[config.mk]
export PLATFORM = sky130hd
export DESIGN_NAME = spad_seq_ctrl_flat
export DESIGN_NICKNAME = d
export VERILOG_FILES = /design/src/rtl/spad_seq_ctrl_if.sv /design/src/rtl/spad_seq_ctrl.sv /design/src/flat_wrapper.sv
export SDC_FILE = /design/constraint.sdc
export NUM_CORES = 1
export LEC_CHECK = 0
export ABC_AREA = 1
export CAP_MARGIN = 20
export CORE_UTILIZATION = 41
export DETAILED_ROUTE_END_ITERATION = 12
export PLACE_DENSITY = 0.87
export REMOVE_ABC_BUFFERS = 1
export SLEW_MARGIN = 15
export SYNTH_ARGS = -nofsm -noshare
export SYNTH_HDL_FRONTEND = slang
export SYNTH_SLANG_ARGS = --single-unit
[constraint.sdc]
create_clock -name clk -period 2.8 [get_ports clk]
set_input_delay 0.28 -clock clk [delete_from_list [all_inputs] [get_ports clk]]
set_output_delay 0.28 -clock clk [all_outputs]
set_load 0.05 [all_outputs]
[src/rtl/spad_seq_ctrl_if.sv]
// Feature-fetch stream between the fetch unit and the scratchpad sequencer.
// master: drives fetch_data/fetch_valid; slave: returns fetch_ready.
interface spad_seq_ctrl_if #(
  parameter int DATA_BUS_WIDTH = 128
);
  logic [DATA_BUS_WIDTH-1:0] fetch_data;
  logic                      fetch_valid;
  logic                      fetch_ready;

  modport master (
    output fetch_data,
    output fetch_valid,
    input  fetch_ready
  );

  modport slave (
    input  fetch_data,
    input  fetch_valid,
    output fetch_ready
  );
endinterface

[src/rtl/spad_seq_ctrl.sv]
// Scratchpad sequencer: primes K lines, streams rows, refills line K-1.
// Ports: clk/rst, start+cfg, fetch (if slave), spad wr/rd, win_*, busy/done.
// Optional SPAD_SEQ_PERF_EN adds stall_cycles (empty-stall counter).
module spad_seq_ctrl #(
  parameter int KERNEL_SIZE    = 5,
  parameter int FEATURE_WIDTH  = 16,
  parameter int DATA_BUS_WIDTH = 128,
  parameter int BEATS_W        = 8,
  parameter int ROWS_W         = 10,
  parameter int FLUSH_CYC      = 4
) (
  input  logic                      clk,
  input  logic                      rst,
  input  logic                      start,
  input  logic [BEATS_W-1:0]        cfg_row_beats,
  input  logic [ROWS_W-1:0]         cfg_out_rows,
  spad_seq_ctrl_if.slave            fetch,
  output logic [3:0]                spad_wr_mem_line,
  output logic                      spad_wr_en,
  output logic [DATA_BUS_WIDTH-1:0] spad_data,
  output logic                      spad_rd_en,
  input  logic                      spad_group_empty,
  input  logic                      spad_group_full,
  output logic                      win_valid,
  output logic                      win_last,
`ifdef SPAD_SEQ_PERF_EN
  output logic [31:0]               stall_cycles,
`endif
  output logic                      busy,
  output logic                      done
);

  localparam int FPB   = DATA_BUS_WIDTH / FEATURE_WIDTH;
  localparam int COL_W = BEATS_W + $clog2(FPB);
  localparam int CNT_W = $clog2(FLUSH_CYC + 1);

  localparam logic [2:0] S_IDLE   = 3'd0;
  localparam logic [2:0] S_PRIME  = 3'd1;
  localparam logic [2:0] S_STREAM = 3'd2;
  localparam logic [2:0] S_FLUSH  = 3'd3;
  localparam logic [2:0] S_FIN    = 3'd4;

  localparam logic [3:0] LAST_LINE = 4'(KERNEL_SIZE - 1);

  logic [2:0]         state_q, state_d;
  logic [BEATS_W-1:0] beats_q, beats_d;
  logic [ROWS_W-1:0]  rows_q, rows_d;
  logic [3:0]         line_q, line_d;
  logic [BEATS_W-1:0] beat_q, beat_d;
  logic [BEATS_W-1:0] rbeat_q, rbeat_d;
  logic [COL_W-1:0]   col_q, col_d;
  logic [ROWS_W-1:0]  orow_q, orow_d;
  logic [CNT_W-1:0]   cnt_q, cnt_d;
  logic               wv_q, wv_d;
  logic               wl_q, wl_d;

  logic [COL_W-1:0] row_len;
  logic             last_beat;
  logic             last_row;
  logic             refill_done;
  logic             refill_act;
  logic             col_lt;
  logic             rd_en;
  logic             ready;
  logic             xfer;
  logic             flush_ok;
  logic             in_run;

  assign row_len     = COL_W'(beats_q) * COL_W'(FPB);
  assign last_beat   = beat_q == beats_q - BEATS_W'(1);
  assign last_row    = orow_q == rows_q - ROWS_W'(1);
  assign refill_done = rbeat_q == beats_q;
  assign in_run      = (state_q == S_STREAM) | (state_q == S_FLUSH);
  // Refill feeds the next input row; the final output row needs none.
  assign refill_act  = in_run & ~last_row & ~refill_done;
  assign col_lt      = col_q < row_len;
  assign rd_en       = (state_q == S_STREAM) & col_lt & ~spad_group_empty;
  // Never a function of fetch_valid: keeps the handshake loop-free.
  assign ready       = (state_q == S_PRIME) | (refill_act & ~spad_group_full);
  assign xfer        = fetch.fetch_valid & ready;
  assign flush_ok    = cnt_q >= CNT_W'(FLUSH_CYC - 1);

  assign fetch.fetch_ready = ready;
  assign spad_wr_en        = xfer;
  assign spad_data         = fetch.fetch_data;
  assign spad_rd_en        = rd_en;
  assign win_valid         = wv_q;
  assign win_last          = wl_q;
  assign busy              = state_q != S_IDLE;
  assign done              = state_q == S_FIN;

  always_comb begin
    spad_wr_mem_line = 4'd0;
    if (state_q == S_PRIME) begin
      spad_wr_mem_line = line_q;
    end else if (in_run) begin
      spad_wr_mem_line = LAST_LINE;
    end
  end

  always_comb begin
    state_d = state_q;
    beats_d = beats_q;
    rows_d  = rows_q;
    line_d  = line_q;
    beat_d  = beat_q;
    rbeat_d = rbeat_q;
    col_d   = col_q;
    orow_d  = orow_q;
    cnt_d   = cnt_q;
    wv_d    = rd_en;
    wl_d    = rd_en & (col_q == row_len - COL_W'(1));

    if (in_run && xfer) begin
      rbeat_d = rbeat_q + BEATS_W'(1);
    end

    unique case (1'b1)
      state_q == S_IDLE: begin
        if (start) begin
          beats_d = cfg_row_beats;
          rows_d  = cfg_out_rows;
          line_d  = 4'd0;
          beat_d  = '0;
          if (cfg_row_beats == '0 || cfg_out_rows == '0) begin
            state_d = S_FIN;
          end else begin
            state_d = S_PRIME;
          end
        end
      end
      state_q == S_PRIME: begin
        if (xfer) begin
          if (last_beat) begin
            beat_d = '0;
            if (line_q == LAST_LINE) begin
              state_d = S_STREAM;
              orow_d  = '0;
              col_d   = '0;
              rbeat_d = '0;
            end else begin
              line_d = line_q + 4'd1;
            end
          end else begin
            beat_d = beat_q + BEATS_W'(1);
          end
        end
      end
      state_q == S_STREAM: begin
        if (rd_en) begin
          col_d = col_q + COL_W'(1);
          if (col_q == row_len - COL_W'(1)) begin
            state_d = S_FLUSH;
            cnt_d   = '0;
          end
        end
      end
      state_q == S_FLUSH: begin
        if (!flush_ok) begin
          cnt_d = cnt_q + CNT_W'(1);
        end else if (refill_done || last_row) begin
          orow_d  = orow_q + ROWS_W'(1);
          col_d   = '0;
          rbeat_d = '0;
          state_d = last_row ? S_FIN : S_STREAM;
        end
      end
      state_q == S_FIN: begin
        state_d = S_IDLE;
      end
      default: begin
        state_d = S_IDLE;
      end
    endcase
  end

  always_ff @(posedge clk or posedge rst) begin
    if (rst) begin
      state_q <= S_IDLE;
      beats_q <= '0;
      rows_q  <= '0;
      line_q  <= '0;
      beat_q  <= '0;
      rbeat_q <= '0;
      col_q   <= '0;
      orow_q  <= '0;
      cnt_q   <= '0;
      wv_q    <= 1'b0;
      wl_q    <= 1'b0;
    end else begin
      state_q <= state_d;
      beats_q <= beats_d;
      rows_q  <= rows_d;
      line_q  <= line_d;
      beat_q  <= beat_d;
      rbeat_q <= rbeat_d;
      col_q   <= col_d;
      orow_q  <= orow_d;
      cnt_q   <= cnt_d;
      wv_q    <= wv_d;
      wl_q    <= wl_d;
    end
  end

`ifdef SPAD_SEQ_PERF_EN
  logic [31:0] stall_q, stall_d;

  always_comb begin
    stall_d = stall_q;
    if (state_q == S_IDLE && start) begin
      stall_d = '0;
    end else if (state_q == S_STREAM && col_lt && spad_group_empty
                 && stall_q != 32'hFFFF_FFFF) begin
      stall_d = stall_q + 32'd1;
    end
  end

  always_ff @(posedge clk or posedge rst) begin
    if (rst) begin
      stall_q <= '0;
    end else begin
      stall_q <= stall_d;
    end
  end

  assign stall_cycles = stall_q;
`endif

endmodule

[src/flat_wrapper.sv]
// flat-port wrapper written by rule: the top's interface ports become plain ports
module spad_seq_ctrl_flat 
#(
  parameter int KERNEL_SIZE    = 5,
  parameter int FEATURE_WIDTH  = 16,
  parameter int DATA_BUS_WIDTH = 128,
  parameter int BEATS_W        = 8,
  parameter int ROWS_W         = 10,
  parameter int FLUSH_CYC      = 4
)
  (clk, rst, start, cfg_row_beats, cfg_out_rows, spad_wr_mem_line, spad_wr_en, spad_data, spad_rd_en, spad_group_empty, spad_group_full, win_valid, win_last, busy, done, fetch_fetch_data, fetch_fetch_valid, fetch_fetch_ready);
  spad_seq_ctrl_if #(.DATA_BUS_WIDTH(DATA_BUS_WIDTH)) fetch_i ();
  input  logic clk;
  input  logic rst;
  input  logic start;
  input  logic [BEATS_W-1:0] cfg_row_beats;
  input  logic [ROWS_W-1:0] cfg_out_rows;
  output logic [3:0] spad_wr_mem_line;
  output logic spad_wr_en;
  output logic [DATA_BUS_WIDTH-1:0] spad_data;
  output logic spad_rd_en;
  input  logic spad_group_empty;
  input  logic spad_group_full;
  output logic win_valid;
  output logic win_last;
  output logic busy;
  output logic done;
  input wire logic [$bits(fetch_i.fetch_data)-1:0] fetch_fetch_data;
  input wire logic [$bits(fetch_i.fetch_valid)-1:0] fetch_fetch_valid;
  output wire logic [$bits(fetch_i.fetch_ready)-1:0] fetch_fetch_ready;
  assign fetch_i.fetch_data = fetch_fetch_data;
  assign fetch_i.fetch_valid = fetch_fetch_valid;
  assign fetch_fetch_ready = fetch_i.fetch_ready;
  spad_seq_ctrl #(.KERNEL_SIZE(KERNEL_SIZE), .FEATURE_WIDTH(FEATURE_WIDTH), .DATA_BUS_WIDTH(DATA_BUS_WIDTH), .BEATS_W(BEATS_W), .ROWS_W(ROWS_W), .FLUSH_CYC(FLUSH_CYC)) u_core (.clk(clk), .rst(rst), .start(start), .cfg_row_beats(cfg_row_beats), .cfg_out_rows(cfg_out_rows), .fetch(fetch_i), .spad_wr_mem_line(spad_wr_mem_line), .spad_wr_en(spad_wr_en), .spad_data(spad_data), .spad_rd_en(spad_rd_en), .spad_group_empty(spad_group_empty), .spad_group_full(spad_group_full), .win_valid(win_valid), .win_last(win_last), .busy(busy), .done(done));
endmodule
Word level (Yosys, flattened, before mapping)
Cells that the tools add are included.
{ "totals": {"reg_bits": 67, "input_bits": 152, "output_inout_bits": 139, "word_cells": 118} }
{ "classes": {"add_sub_neg": 9, "magnitude_cmp": 2, "eq_ne": 19, "muxes": 46, "n_bitwise": 13, "reduce_logical": 18} }
{ "ops": {"columns": ["cell", "n"], "rows": [
  ["8-bit two-way mux", 9],
  ["11-bit two-way mux", 6],
  ["10-bit two-way mux", 5],
  ["3-bit two-way mux", 14],
  ["11-bit one-hot mux with 3 select lines", 1],
  ["8-bit one-hot mux with 2 select lines", 2],
  ["4-bit two-way mux", 5],
  ["10-bit one-hot mux with 2 select lines", 1],
  ["8-bit by 1-bit adder with 8-bit output, second input constant", 2],
  ["8-bit == test", 2],
  ["2-bit != test, second input constant", 6],
  ["3-bit one-hot mux with 4 select lines", 1],
  ["11-bit by 1-bit adder with 11-bit output, second input constant", 1],
  ["11-bit == test", 1],
  ["11-bit < comparator", 1],
  ["11-bit by 1-bit subtractor with 11-bit output, second input constant", 1],
  ["10-bit by 1-bit adder with 10-bit output, second input constant", 1],
  ["10-bit == test", 1],
  ["10-bit zero test", 1],
  ["10-bit by 1-bit subtractor with 10-bit output, second input constant", 1],
  ["8-bit zero test", 1],
  ["2-bit by 1-bit != test with 1-bit output, second input constant", 4],
  ["4-bit one-hot mux with 2 select lines", 1],
  ["8-bit AND reduction", 1],
  ["other kinds (23)", 38]
]} }

Depth between registers and ports, before layout
Gate-level depths: netlist of the first run.
{ "logic_depth": {"word_depth": 14, "depth_mapped": 18, "mapped_depth_nobuf": 18} }

Worst setup path after synthesis of the first run
Ideal clock, no wire load.
{ "synth_timing": {"kind": "register to register", "startpoint": "reg u_core.rows_q[0]", "endpoint": "reg u_core.rbeat_q[2]", "setup_ns": 0.071, "arrival_time_ns": 2.900, "required_time_ns": 2.729, "slack_ns": -0.171, "stages_incl_launch_ff": 16, "period_less_slack_ns": 2.971, "cell_sequence": "dfrtp_1 inv_1 ha_1 inv_1 nand2_1 nand3_1 nand2_1 nor2_1 nand2_1 nor2_1 nand3_2 nand3_1 a21boi_0 nand3_1 xor2_1 nor2_1"} }
{ "synth_via": {"elab_chain_len": 14} }
{ "synth_lines": {"columns": ["element", "line_no", "text"], "rows": [
  ["from (decl)", "spad_seq_ctrl.sv:47", "logic [ROWS_W-1:0] rows_q, rows_d;"],
  ["from (signal assigned)", "spad_seq_ctrl.sv:193", "rows_q <= rows_d;"],
  ["10-bit by 1-bit subtractor with 10-bit output *", "spad_seq_ctrl.sv:71", "assign last_row = orow_q == rows_q - ROWS_W'(1);"],
  ["10-bit == test *", "spad_seq_ctrl.sv:71", null],
  ["1-bit NOT *", "spad_seq_ctrl.sv:75", "assign refill_act = in_run & ~last_row & ~refill_done;"],
  ["1-bit AND * (2 in a row)", "spad_seq_ctrl.sv:75", null],
  ["1-bit AND *", "spad_seq_ctrl.sv:79", "assign ready = (state_q == S_PRIME) | (refill_act & ~spad_group_full);"],
  ["1-bit bitwise OR *", "spad_seq_ctrl.sv:79", null],
  ["1-bit AND *", "spad_seq_ctrl.sv:80", "assign xfer = fetch.fetch_valid & ready;"],
  ["named net spad_wr_en", "flat_wrapper.sv:19", "output logic spad_wr_en;"],
  ["1-bit logical AND", "spad_seq_ctrl.sv:114", "if (in_run && xfer) begin"],
  ["8-bit two-way mux", "spad_seq_ctrl.sv:114", null],
  ["8-bit two-way mux", "spad_seq_ctrl.sv:136", "if (line_q == LAST_LINE) begin"],
  ["8-bit two-way mux", "spad_seq_ctrl.sv:134", "if (last_beat) begin"],
  ["8-bit two-way mux", "spad_seq_ctrl.sv:133", "if (xfer) begin"],
  ["8-bit one-hot mux with 2 select lines *", "spad_seq_ctrl.sv:118", "unique case (1'b1)"],
  ["named net u_core.rbeat_d[2]", "spad_seq_ctrl.sv:50", "logic [BEATS_W-1:0] rbeat_q, rbeat_d;"],
  ["to (signal assigned)", "spad_seq_ctrl.sv:196", "rbeat_q <= rbeat_d;"],
  ["to (decl)", "spad_seq_ctrl.sv:50", null]
]} }
Mark *: on every way through the listed nets, which the timed path passes. The rest lies on a longest branch.
A chain may end at the register's enable or synchronous reset.

Final worst setup path of the first run
{ "layout_timing": {"startpoint": "reg u_core.rows_q[0]", "endpoint": "out fetch_fetch_ready"} }
{ "layout_via": {"elab_chain_len": 7} }
{ "layout_lines": {"columns": ["element", "line_no", "text"], "rows": [
  ["10-bit by 1-bit subtractor with 10-bit output", "spad_seq_ctrl.sv:71", null],
  ["10-bit == test", "spad_seq_ctrl.sv:71", null],
  ["1-bit NOT", "spad_seq_ctrl.sv:75", null],
  ["1-bit AND (2 in a row)", "spad_seq_ctrl.sv:75", null],
  ["1-bit AND", "spad_seq_ctrl.sv:79", null],
  ["1-bit bitwise OR", "spad_seq_ctrl.sv:79", null],
  ["to (decl)", "flat_wrapper.sv:30", "output wire logic [$bits(fetch_i.fetch_ready)-1:0] fetch_fetch_ready;"]
]} }
Every way passes these cells.

==> impl_metrics.tcl, run 1 <==
set metrics [dict create \
    syn2layout_area_growth_pct -2.630 \
    multi_input_area_mm2 0.002460 \
    drt_iter0_drc 508 \
    power_density_mw_per_mm2 444.6 \
    rsz0062_at_grt "false" \
    io_buffers 34 \
    finalNonFillerCells 843 \
    cts_inserted_buffers 9 \
    synth_seq_area_share 0.3038 \
    setup_violations 0 \
    path_clk_slew_ns 0.05 \
    layout-drive-gt1-share 0.07946 \
    fin_crit_ns 2.553 \
    core_region_area_mm2 0.01319 \
    ys_types 43 \
    required_ns 2.52 \
    tightest_slew_ns 0.5608 \
    die_w_um 118.0 \
    synth_cells 751 \
    cts_hold_buf 0 \
    layout_common_cells "129 x nand2_1, 96 x inv_1, 79 x nor2_1" \
    die_h_um 118.0 \
    ir_drop_mv 0.3825 \
    ant_nets 0 \
    drv_cap 0 \
    post_cts_resize_count 0 \
    crit_arrival_ns 2.27 \
    avgSynthCellArea_um2 7.349 \
    max_freq_ghz 0.3917 \
    yosys_warnings 0 \
    root_buffer "clkbuf_16" \
    fp-row-count 42 \
    grt_first_pass_wirelength_um 39410 \
    synth.largest_area_cell "dfrtp_1" \
    cp_max_fo 7 \
    wl_per_cell_um 35.40 \
    dp_slack_ns 0.3781 \
    period_share 0.9119 \
    routed_wl_um 29850 \
    gp_congestion 1.320 \
    syn_area_mm2 0.005519 \
    power_w 0.002389 \
    final.fill_count 1311 \
    hpwlAfterDp_um 26520 \
    synth_top_area_frac 0.3038 \
    cts_tree "yes" \
    critPathKind "register to output pin" \
    final_common_cell "nand2_1" \
    place_inst 828 \
    antenna_cells 0 \
    cts.sinks 67 \
    via_per_inst 5.571 \
    p_leak_nw 2.730 \
    synth.area.top_cells "dfrtp_1 30%, buf_4 18%, nand2_1 8.8%, inv_1 6.6%, nor2_1 5.4%" \
    grt_pass1_vias 4452 \
    grt_overflow 0 \
    drv_slew 0 \
    slew-limit-headroom 0.6256 \
    drc 0 \
    clkLatencyLatePin_ns 0.34 \
    start_kind "register" \
    synth-seq-cells 67 \
    pin_count 291 \
    start_util 0.4184 \
    clk_path_buf_depth 2 \
    worstSetupEndpointType "output pin" \
    cts_setup_buffers 0 \
    grt_max_degree 45 \
    htree_levels 3 \
    regArea_mm2 0.001677 \
    placed_area_mm2 0.005112 \
    min-delay-path-class "input port to async pin" \
    finalWorstSetupSlack_ns 0.2467 \
    dieArea_mm2 0.01393 \
    vias 4696 \
    track_usage 0.4396 \
    status "finished clean" \
    hold_viol 0 \
    finalInstanceArea_mm2 0.005374 \
    fin_skew_ns 0.007394 \
    fin_nets 833 \
    antenna_found_initial 0 \
    drt_pass1_iterations 5 \
]
-- layout make-up --
type | instances | share of cell area
Timing Repair Buffer | 38 | 0.07218
Clock inverter | 3 | 0.002794
Multi-Input combinational cell | 449 | 0.4577
Clock buffer | 12 | 0.04587
Tap cell | 176 | 0.04098
Sequential cell | 67 | 0.3120
Inverter | 98 | 0.06845
-- logic make-up after synthesis --
| group | count (synthesis) | share of synthesized area |
|---|---|---|
| fa+ha+maj | 18 | 0.04081 |
| buf+inv | 235 | 0.2505 |
| xor+xnor | 40 | 0.06620 |
| compound gates | 77 | 0.08048 |
| simple gates | 313 | 0.2562 |
| mux | 1 | 0.002040 |
| flops | 67 | 0.3038 |
-- flip-flops by register name, indices dropped and copies added, names as in the netlist --
signal,cells
u_core.beat_q,8
u_core.beats_q,8
u_core.cnt_q,3
u_core.col_q,11
u_core.line_q,4
u_core.orow_q,10
u_core.rbeat_q,8
u_core.rows_q,10
u_core.state_q,3
u_core.win_last,1
u_core.win_valid,1
-- cells in the mapped netlist (all sizes together) --
library cell and number:
dfrtp 67, o22ai 1, nand3 45, o21a 2
nor2 87, ha 18, and2 2, clkbuf 5
xnor2 5, nand4 18, nor3 15, o21ai 48
nor4 6, buf 132, nor3b 3, xor2 35
o31ai 1, o211ai 2, mux2 1, a21boi 1
and3 2, nand2 132, a21oi 20, a211oi 2
or2 2, inv 98, nand3b 1
-- worst max-delay path, stage by stage, from the launching register on --
cell	delay, ns
dfrtp_1	0.40
inv_1	0.10
ha_1	0.27
inv_1	0.06
nand2_1	0.07
nand2_1	0.06
nand2_1	0.05
nand2_1	0.04
nor2_1	0.08
nand2_1	0.06
nor2_1	0.12
nand3_2	0.15
nand3_1	0.13
nand2_1	0.11
buf_4	0.21
-- worst paths after layout --
kind                              startpoint                 to  slack (ns)  cells after the start
setup reg to reg           u_core.beats_q[0]   u_core.col_q[10]        0.28                     14
setup / recovery            u_core.rows_q[0]  fetch_fetch_ready        0.25                     14
hold reg to reg             u_core.rows_q[9]   u_core.rows_q[9]        0.51                      2
min in group clk            u_core.rows_q[9]   u_core.rows_q[9]        0.51                      2
max in group asynchronous                rst    u_core.col_q[1]        1.82                      3
hold / removal                           rst   u_core.rows_q[0]        0.35                      2
-- per-stage QoR --
stage / hold slack [ns] / TNS, ns / util
after detailed placement: 0.5020 / 0 / 0.3876
final: 0.3464 / 0 / 0.4074
after floorplan: 0.4306 / -0.1826 / -
after global routing: 0.4069 / 0 / 0.4074
after CTS: 0.3675 / 0 / 0.4074
after global placement: 0.4772 / 0 / 0.3876
-- power breakdown --
part | internal [W] | leakage, nW | total, W | switching (W)
clock | 0.000614 | 0.132 | 0.00103 | 0.000412
combinational | 0.000119 | 1.84 | 0.000260 | 0.000142
sequential | 0.00102 | 0.757 | 0.00110 | 0.0000802
total | 0.00176 | 2.73 | 0.00239 | 0.000634
-- metal layers --
metal / part of all wire / global-route usage / routed length, um / vias up
met5: 0.0060 / 0.1544 / 179 / -
met4: 0.15 / 0.5369 / 4586 / 8
met3: 0.26 / 0.5228 / 7645 / 132
met2: 0.41 / 0.6257 / 12340 / 400
met1: 0.17 / 0.2186 / 5098 / 2075
li1: - / - / - / 2081
Note: power is estimated with default switching activity, not from simulation.
==> inputs of run 2 (changes only) <==
--- a/config.mk
+++ b/config.mk
@@ -8,7 +8,9 @@
 export ABC_AREA = 1
 export CAP_MARGIN = 20
 export CORE_UTILIZATION = 41
+export CTS_BUF_LIST = sky130_fd_sc_hd__clkbuf_4
 export DETAILED_ROUTE_END_ITERATION = 12
+export GPL_TIMING_DRIVEN = 0
 export PLACE_DENSITY = 0.87
 export REMOVE_ABC_BUFFERS = 1
 export SLEW_MARGIN = 15
==> run 2 against run 1 <==
Net effect: register-to-register slack worse by 0.16 ns; total power is 17% lower; sequential power is essentially flat; flip-flop and latch count did not move; non-clock buffer count is 6 higher; sequential share of layout area rose by 0.16 points.
==> impl_metrics.tcl, run 2 (same netlist as run 1, synthesis figures left out) <==
set metrics [dict create \
    start_kind "register" \
    die_w_um 118.0 \
    cts_hold_buf 0 \
    routed_wl_um 29790 \
    top_regs "u_core.col_q: 11 flops, u_core.orow_q: 10 flops, u_core.rows_q: 10 flops" \
    fp-row-count 42 \
    pin_count 291 \
    r2r-end "u_core.col_q[5]" \
    dieArea_mm2 0.01393 \
    r2r_slack_ns 0.12 \
    cts_inserted_buffers 9 \
    dp_slack_ns -0.1763 \
    htree_levels 3 \
    layout_common_cells "127 x nand2_1, 95 x inv_1, 79 x nor2_1" \
    max_freq_ghz 0.3734 \
    hold_viol 0 \
    finalNonFillerCells 852 \
    grt_max_degree 41 \
    critPathKind "register to register" \
    crit_end "u_core.col_q[5]" \
    die_h_um 118.0 \
    crit_arrival_ns 3.00 \
    ant_nets 0 \
    grt_first_pass_wirelength_um 38550 \
    grt_overflow 0 \
    required_ns 3.13 \
    tightest_slew_ns 0.5781 \
    core_region_area_mm2 0.01319 \
    fin_skew_ns 0.01011 \
    cts_tree "yes" \
    antenna_cells 0 \
    wl_per_cell_um 34.96 \
    slew-limit-headroom 0.6142 \
    cp-startpoint "u_core.beats_q[0]" \
    reg2reg_depth 13 \
    syn2layout_area_growth_pct -3.128 \
    track_usage 0.4303 \
    finalWorstSetupSlack_ns 0.1216 \
    via_per_inst 5.609 \
    fin_nets 841 \
    cts.sinks 67 \
    drt_pass1_iterations 8 \
    antenna_found_initial 0 \
    clk_path_buf_depth 2 \
    start_util 0.4184 \
    power_w 0.001988 \
    hpwlAfterDp_um 26050 \
    fin_crit_ns 2.678 \
    cp_max_fo 5 \
    placed_area_mm2 0.005087 \
    min-delay-path-class "input port to async pin" \
    largest_reg_flops 11 \
    regToRegStartpoint "u_core.beats_q[0]" \
    drv_slew 0 \
    io_buffers 34 \
    final.fill_count 1305 \
    gp_congestion 1.239 \
    p_leak_nw 2.720 \
    grt_pass1_vias 4312 \
    final_common_cell "nand2_1" \
    ir_drop_mv 0.2032 \
    period_share 0.9566 \
    drc 0 \
    drt_iter0_drc 523 \
    clkLatencyLatePin_ns 0.43 \
    layout-drive-gt1-share 0.09615 \
    drv_cap 0 \
    worstSetupEndpointType "register" \
    root_buffer "clkbuf_4" \
    place_inst 825 \
    vias 4779 \
    whs_ns 0.1840 \
    finalInstanceArea_mm2 0.005346 \
    power_density_mw_per_mm2 371.9 \
    path_clk_slew_ns 0.10 \
    regMostFlops "u_core.col_q" \
    status "finished clean" \
    setup_violations 0 \
]
==> run 2: cell count changes in the layout (fill, tap and decap cells not counted), sizes merged <==
cell | before | now
clkbuf | 12 | 14
nor2 | 87 | 88
nor3 | 15 | 16
bufinv | 0 | 1
buf | 7 | 11
==> run 2: critical path: stages (launching register included) <==
cell	delay [ns]
dfrtp_1	0.48
inv_1	0.15
ha_1	0.28
xnor2_1	0.28
xor2_1	0.12
nor2_1	0.12
nand3_1	0.09
nor2_1	0.09
nand3_1	0.11
nand2_2	0.15
nand2_4	0.15
nor3_4	0.30
buf_4	0.20
o21ai_2	0.05
==> run 2: how the worst min path moves through the flow <==
stage,from,end,slack [ns],cells past startpoint
floorplan,cfg_out_rows[5],u_core.rows_q[5],0.43,1
finish,rst,u_core.rows_q[1],0.18,2
global route,rst,u_core.rows_q[0],0.21,2
CTS,rst,u_core.rows_q[1],0.18,2
global placement,u_core.beats_q[7],u_core.beats_q[7],0.47,2
detailed placement,u_core.beats_q[7],u_core.beats_q[7],0.49,2
==> run 2: report_power, final <==
| group | internal (W) | switching (W) | total (W) |
|---|---|---|---|
| Combinational | 0.000118 | 0.000140 | 0.000258 |
| Clock | 0.000295 | 0.000342 | 0.000636 |
| Sequential | 0.00102 | 0.0000738 | 0.00109 |
==> run 2: final cells by class <==
cell class,instances,area (um^2),area share
Inverter,98,370.4,0.06927
Clock inverter,4,41.29,0.007723
Tap cell,176,220.2,0.04119
Sequential cell,67,1677,0.3136
Timing Repair Buffer,44,430.4,0.08051
Clock buffer,12,90.09,0.01685
Multi-Input combinational cell,451,2517,0.4709
==> run 2: repair_timing <==
action	CTS	global route
setup endpoints to repair	19	32
setup buffers	0	9
gates resized for setup	12	15
cloned	2	0
pin swaps	2	4
==> run 2: per-stage QoR <==
step | utilization | setup TNS, ns
3_5_place_dp | 0.3857 | -1.760
2_1_floorplan | - | -0.1826
3_3_place_gp | 0.3840 | -26.26
4_1_cts | 0.3972 | -0.1243
5_1_grt | 0.4053 | -0.06306
6_report | 0.4053 | 0
==> run 2: per-layer routing <==
layer / up-vias / wire (um) / part of all wire / global-route usage
li1: 2100 / - / - / -
met1: 2099 / 5006 / 0.17 / 0.2064
met2: 435 / 12520 / 0.42 / 0.6257
met3: 139 / 7806 / 0.26 / 0.5170
met4: 6 / 4280 / 0.14 / 0.5056
met5: - / 170 / 0.0057 / 0.1618
